File: src/rtl/multiplier_ctrl_if.sv
// Booth multiplier controller <-> datapath bundle: start request, Booth pair, strobes, status.
// Pure wiring, no latency of its own.
// Optional MULT_CTRL_DONE_HOLD_EN adds done_ack so a consumer can hold the result in DONE.
interface multiplier_ctrl_if #(
  parameter int ITER = 8
);
  localparam int IW = $clog2(ITER);

  logic          start;
  logic [1:0]    Qo_Qprev;
  logic          load_M;
  logic          load_Q;
  logic          reset_A;
  logic          reset_Qprev;
  logic          add_M;
  logic          subs_M;
  logic          shift_all;
  logic          ready;
  logic          busy;
  logic          done;
  logic [IW-1:0] iter;
`ifdef MULT_CTRL_DONE_HOLD_EN
  logic          done_ack;
`endif

  // Controller side: consumes the request and Booth pair, drives strobes and status.
`ifdef MULT_CTRL_DONE_HOLD_EN
  modport master (
    input  start, Qo_Qprev, done_ack,
    output load_M, load_Q, reset_A, reset_Qprev, add_M, subs_M, shift_all,
           ready, busy, done, iter
  );
  modport slave (
    output start, Qo_Qprev, done_ack,
    input  load_M, load_Q, reset_A, reset_Qprev, add_M, subs_M, shift_all,
           ready, busy, done, iter
  );
`else
  modport master (
    input  start, Qo_Qprev,
    output load_M, load_Q, reset_A, reset_Qprev, add_M, subs_M, shift_all,
           ready, busy, done, iter
  );
  modport slave (
    output start, Qo_Qprev,
    input  load_M, load_Q, reset_A, reset_Qprev, add_M, subs_M, shift_all,
           ready, busy, done, iter
  );
`endif
endinterface

File: src/rtl/multiplier_ctrl.sv
// Moore FSM sequencing a radix-2 Booth datapath: LOAD, then EVAL/[ADD|SUB]/SHIFT per iteration, then DONE.
// Latency: 1 + 2*ITER + (ADD/SUB visits) cycles from the accepting edge to done.
// start is only accepted in IDLE; DONE waits for done_ack when MULT_CTRL_DONE_HOLD_EN is defined, else pulses once.
module multiplier_ctrl #(
  parameter int ITER = 8
) (
  input logic              clk,
  input logic              reset,
  multiplier_ctrl_if.master bus
);

  localparam int            IW   = $clog2(ITER);
  localparam logic [IW-1:0] LAST = IW'(ITER - 1);

  typedef enum logic [2:0] {
    IDLE  = 3'd0,
    LOAD  = 3'd1,
    EVAL  = 3'd2,
    ADD   = 3'd3,
    SUB   = 3'd4,
    SHIFT = 3'd5,
    DONE  = 3'd6
  } state_t;

  state_t        state_q, state_d;
  logic [IW-1:0] iter_q, iter_d;

  // State and iteration counter; reset forces IDLE and clears the count.
  always_ff @(posedge clk) begin
    if (!reset) begin
      state_q <= IDLE;
      iter_q  <= '0;
    end else begin
      state_q <= state_d;
      iter_q  <= iter_d;
    end
  end

  // Next state and counter; the Booth pair only matters in EVAL.
  always_comb begin
    state_d = state_q;
    iter_d  = iter_q;
    case (state_q)
      IDLE: begin
        if (bus.start) state_d = LOAD;
      end
      LOAD: begin
        iter_d  = '0;
        state_d = EVAL;
      end
      EVAL: begin
        case (bus.Qo_Qprev)
          2'b01:   state_d = ADD;
          2'b10:   state_d = SUB;
          default: state_d = SHIFT;
        endcase
      end
      ADD:  state_d = SHIFT;
      SUB:  state_d = SHIFT;
      SHIFT: begin
        // Counter stops at ITER-1 so it reads the final index while in DONE.
        if (iter_q == LAST) begin
          state_d = DONE;
        end else begin
          iter_d  = iter_q + IW'(1);
          state_d = EVAL;
        end
      end
      DONE: begin
`ifdef MULT_CTRL_DONE_HOLD_EN
        if (bus.done_ack) state_d = IDLE;
`else
        state_d = IDLE;
`endif
      end
      default: begin
        // Unused encoding: recover to IDLE with a clean counter.
        state_d = IDLE;
        iter_d  = '0;
      end
    endcase
  end

  // Moore output decode straight from the state register.
  always_comb begin
    bus.load_M      = 1'b0;
    bus.load_Q      = 1'b0;
    bus.reset_A     = 1'b0;
    bus.reset_Qprev = 1'b0;
    bus.add_M       = 1'b0;
    bus.subs_M      = 1'b0;
    bus.shift_all   = 1'b0;
    bus.ready       = 1'b0;
    bus.busy        = 1'b0;
    bus.done        = 1'b0;
    case (state_q)
      IDLE: bus.ready = 1'b1;
      LOAD: begin
        bus.load_M      = 1'b1;
        bus.load_Q      = 1'b1;
        bus.reset_A     = 1'b1;
        bus.reset_Qprev = 1'b1;
        bus.busy        = 1'b1;
      end
      EVAL: bus.busy = 1'b1;
      ADD: begin
        bus.add_M = 1'b1;
        bus.busy  = 1'b1;
      end
      SUB: begin
        bus.subs_M = 1'b1;
        bus.busy   = 1'b1;
      end
      SHIFT: begin
        bus.shift_all = 1'b1;
        bus.busy      = 1'b1;
      end
      DONE:    bus.done = 1'b1;
      default: ;
    endcase
  end

  assign bus.iter = iter_q;

endmodule

File: src/flat_wrapper.sv
// flat-port wrapper written by rule: the top's interface ports become plain ports
module multiplier_ctrl_flat 
#(
  parameter int ITER = 8
)
  (clk, reset, bus_start, bus_Qo_Qprev, bus_load_M, bus_load_Q, bus_reset_A, bus_reset_Qprev, bus_add_M, bus_subs_M, bus_shift_all, bus_ready, bus_busy, bus_done, bus_iter);
  multiplier_ctrl_if #(.ITER(ITER)) bus_i ();
  input logic clk;
  input logic reset;
  input wire logic [$bits(bus_i.start)-1:0] bus_start;
  input wire logic [$bits(bus_i.Qo_Qprev)-1:0] bus_Qo_Qprev;
  output wire logic [$bits(bus_i.load_M)-1:0] bus_load_M;
  output wire logic [$bits(bus_i.load_Q)-1:0] bus_load_Q;
  output wire logic [$bits(bus_i.reset_A)-1:0] bus_reset_A;
  output wire logic [$bits(bus_i.reset_Qprev)-1:0] bus_reset_Qprev;
  output wire logic [$bits(bus_i.add_M)-1:0] bus_add_M;
  output wire logic [$bits(bus_i.subs_M)-1:0] bus_subs_M;
  output wire logic [$bits(bus_i.shift_all)-1:0] bus_shift_all;
  output wire logic [$bits(bus_i.ready)-1:0] bus_ready;
  output wire logic [$bits(bus_i.busy)-1:0] bus_busy;
  output wire logic [$bits(bus_i.done)-1:0] bus_done;
  output wire logic [$bits(bus_i.iter)-1:0] bus_iter;
  assign bus_i.start = bus_start;
  assign bus_i.Qo_Qprev = bus_Qo_Qprev;
  assign bus_load_M = bus_i.load_M;
  assign bus_load_Q = bus_i.load_Q;
  assign bus_reset_A = bus_i.reset_A;
  assign bus_reset_Qprev = bus_i.reset_Qprev;
  assign bus_add_M = bus_i.add_M;
  assign bus_subs_M = bus_i.subs_M;
  assign bus_shift_all = bus_i.shift_all;
  assign bus_ready = bus_i.ready;
  assign bus_busy = bus_i.busy;
  assign bus_done = bus_i.done;
  assign bus_iter = bus_i.iter;
  multiplier_ctrl #(.ITER(ITER)) u_core (.clk(clk), .reset(reset), .bus(bus_i));
endmodule
File: config.mk
export PLATFORM = sky130hd
export DESIGN_NAME = multiplier_ctrl_flat
export DESIGN_NICKNAME = d
export VERILOG_FILES = /design/src/rtl/multiplier_ctrl_if.sv /design/src/rtl/multiplier_ctrl.sv /design/src/flat_wrapper.sv
export SDC_FILE = /design/constraint.sdc
export NUM_CORES = 1
export LEC_CHECK = 0
export ABC_AREA = 0
export CELL_PAD_IN_SITES_DETAIL_PLACEMENT = 1
export CELL_PAD_IN_SITES_GLOBAL_PLACEMENT = 1
export CORE_MARGIN = 1
export CORE_UTILIZATION = 30
export CTS_CLUSTER_SIZE = 16
export DETAILED_ROUTE_END_ITERATION = 10
export PLACE_DENSITY = 0.75
export SETUP_SLACK_MARGIN = 0.15
export SLEW_MARGIN = 25
export SYNTH_ARGS = -nofsm -noshare
export SYNTH_HDL_FRONTEND = slang
export SYNTH_SLANG_ARGS = --single-unit
File: constraint.sdc
create_clock -name clk -period 2.3 [get_ports clk]
set_clock_uncertainty 0.05 [all_clocks]
set_input_delay 0.46 -clock clk [delete_from_list [all_inputs] [get_ports clk]]
set_output_delay 0.46 -clock clk [all_outputs]
set_load 0.05 [all_outputs]
==> flow_summary.json <==
{
  "status": "finished clean",
  "endpoint_kind": "output port",
  "die_y_um": 39.3,
  "fin_tns_setup_ns": 0,
  "final_common_cell": "buf_4",
  "ant_nets": 0,
  "cpPeakStageDelay_ns": 0.81,
  "clock-sinks": 6,
  "post-dp-hpwl_um": 735,
  "whs_path_depth": 2,
  "drc": 0,
  "core_um2": 1300,
  "path_clk_slew_ns": 0.04,
  "final_layout_size_suffix_gt1_share_pct": 35.9,
  "r2r_cells": 5,
  "area_growth_syn_to_layout_pct": 55.1,
  "groute.usage.overall_pct": 14.3,
  "gp_congestion": 0.720,
  "worst_setup_path_start_kind": "flop",
  "layout_common_cells": "buf_4, clkdlybuf4s50_1, dfxtp_1, nor2_1, buf_12",
  "cp_top_family": "buffers and inverters",
  "grt_pass1_wl_um": 1470,
  "cts_buffers": 3,
  "ir_worst_vdd_mv": 0.280,
  "worstPathRequired_ns": 1.79,
  "ys_ff_latch": 6,
  "synthCells": 47,
  "yosys.area.top_type": "dfxtp_1",
  "grt_pass1_vias": 381,
  "final-setup-viol-count": 0,
  "cts_tree": "built",
  "grt_max_degree": 10,
  "fill_cells": 158,
  "synth.area.top_cells": "dfxtp_1, mux2i_1, buf_4",
  "viasPerCell": 4.82,
  "synth_cell_types": 22,
  "drv_cap": 0,
  "io_buffers": 17,
  "cpMaxStageDelayCell": "clkdlybuf4s50_1",
  "grt_overflow_total": 0,
  "final_cells": 79,
  "wire_per_inst_um": 12.0,
  "regArea_um2": 120,
  "worst-slew-pin-transition_ns": 0.493,
  "min-delay-start": "u_core.bus.iter[2]",
  "insertedDiodeCount": 0,
  "slew_violations": 0,
  "io_pins": 18,
  "initial_core_util_pct": 32.1,
  "post-cts-setup-buffers": 0,
  "postCtsHoldBufs": 0,
  "r2r_end": "u_core.bus.iter[1]",
  "die_area_um2": 1550,
  "netlist.area_leader.share_pct": 28.7,
  "root_buffer": "clkbuf_4",
  "worstPathArrival_ns": 1.41,
  "wl_um": 950,
  "clockBufferDepth": 2,
  "worst-path-buf-inv": 1,
  "ff2ff_setup_slack_ns": 0.99,
  "crit_chain": "clkdlybuf4s50_1",
  "rsz0062_at_grt": "no",
  "die_x_um": 39.3,
  "period_share_pct": 83.5,
  "hold_path.class": "reg2reg",
  "multi_input_area_um2": 260,
  "yosysWarnings": 0,
  "htreeDepth": 1,
  "ys_seq_area_share_pct": 28.7,
  "crit_fanout": 4,
  "syn_nets": 54,
  "fmax_mhz": 521,
  "p_leak_nw": 0.282,
  "antenna_found_initial": 0,
  "dp_cells": 76,
  "hold_violations": 0,
  "firstDrtPassIters": 3,
  "clk_latency_ns": 0.24,
  "min_to": "u_core.bus.iter[2]",
  "postSynthAreaPerCell_um2": 8.89,
  "via_count": 381,
  "path_class": "reg2out",
  "synthesis.area_um2": 418,
  "fin_nets": 73,
  "timing.rr.start": "u_core.bus.iter[0]",
  "min_period_ns": 1.92,
  "slew_headroom_pct": 67.1,
  "first_iter_violations": 2,
  "p_per_area_nw_per_um2": 587,
  "rows": 13
}
[where the power goes]
group / total [mW] / switching, mW / internal [mW]
logic: 0.171 / 0.0991 / 0.0721
clock network: 0.0949 / 0.0360 / 0.0589
registers: 0.114 / 0.00535 / 0.109
total: 0.380 / 0.140 / 0.240
[logic make-up (layout without fill, tap and decap cells)]
logic type      Yosys count  after routing  synth area share [%]
mux                       3              3                  7.19
simple gates             22             22                  32.9
fa+ha+maj                 2              2                  5.99
compound gates            6              6                  12.6
buf+inv                   8             25                  12.6
flops                     6              6                  28.7
[state kept, by name (all words and copies together) (netlist names)]
register         flops
u_core.state_q       3
u_core.bus.iter      3
[cell usage after synthesis, drive strengths merged]
cell type,instances
a21oi,2
and2,1
and3,1
and3b,1
buf,6
dfxtp,6
ha,2
inv,2
mux2i,3
nand2,3
nand2b,2
nand3,2
nand3b,1
nor2,4
nor2b,2
nor3,3
nor3b,2
o211ai,1
o21a,2
o22ai,1
[layer usage]
layer,GRT usage (%),up-vias,wire length [µm]
met3,3.98,0,75
met2,23.3,16,434
met5,0,-,0
li1,-,194,-
met4,7.76,0,0
met1,16.8,171,440
[per-stage QoR]
step / setup WS, ns / util [%] / power (mW) / cell area [µm²] / hold slack (ns)
after floorplan: 0.191 / - / 0.232 / 433 / 0.573
after global placement: 0.421 / 48.2 / 0.290 / 627 / 0.423
after detailed placement: 0.403 / 48.2 / 0.291 / 627 / 0.434
after CTS: 0.362 / 49.8 / 0.389 / 648 / 0.443
after global routing: 0.313 / 49.8 / 0.403 / 648 / 0.458
final: 0.379 / 49.8 / 0.380 / 648 / 0.437
[cell type report]
type / count / share of cell area (%)
timing repair buffer: 20 / 33.8
multi-input combinational: 33 / 40.2
sequential: 6 / 18.5
clock buffer: 3 / 3.47
tap: 15 / 2.90
inverter: 2 / 1.16
[what timing repair did]
action / in CTS / in global routing
gates resized for setup: 1 / 0
hold endpoints to repair: 0 / 0
setup endpoints to repair: 1 / 0
[worst max path at each step]
stage,from,end,depth (start not counted)
floorplan,u_core.state_q[0],bus_load_Q,4
global placement,u_core.state_q[2],bus_ready,2
detailed placement,u_core.state_q[2],bus_ready,2
CTS,u_core.bus.iter[0],bus_iter[0],1
global route,u_core.state_q[0],bus_load_Q,5
finish,u_core.bus.iter[0],bus_iter[0],1
(Power assumes the default switching activity.)
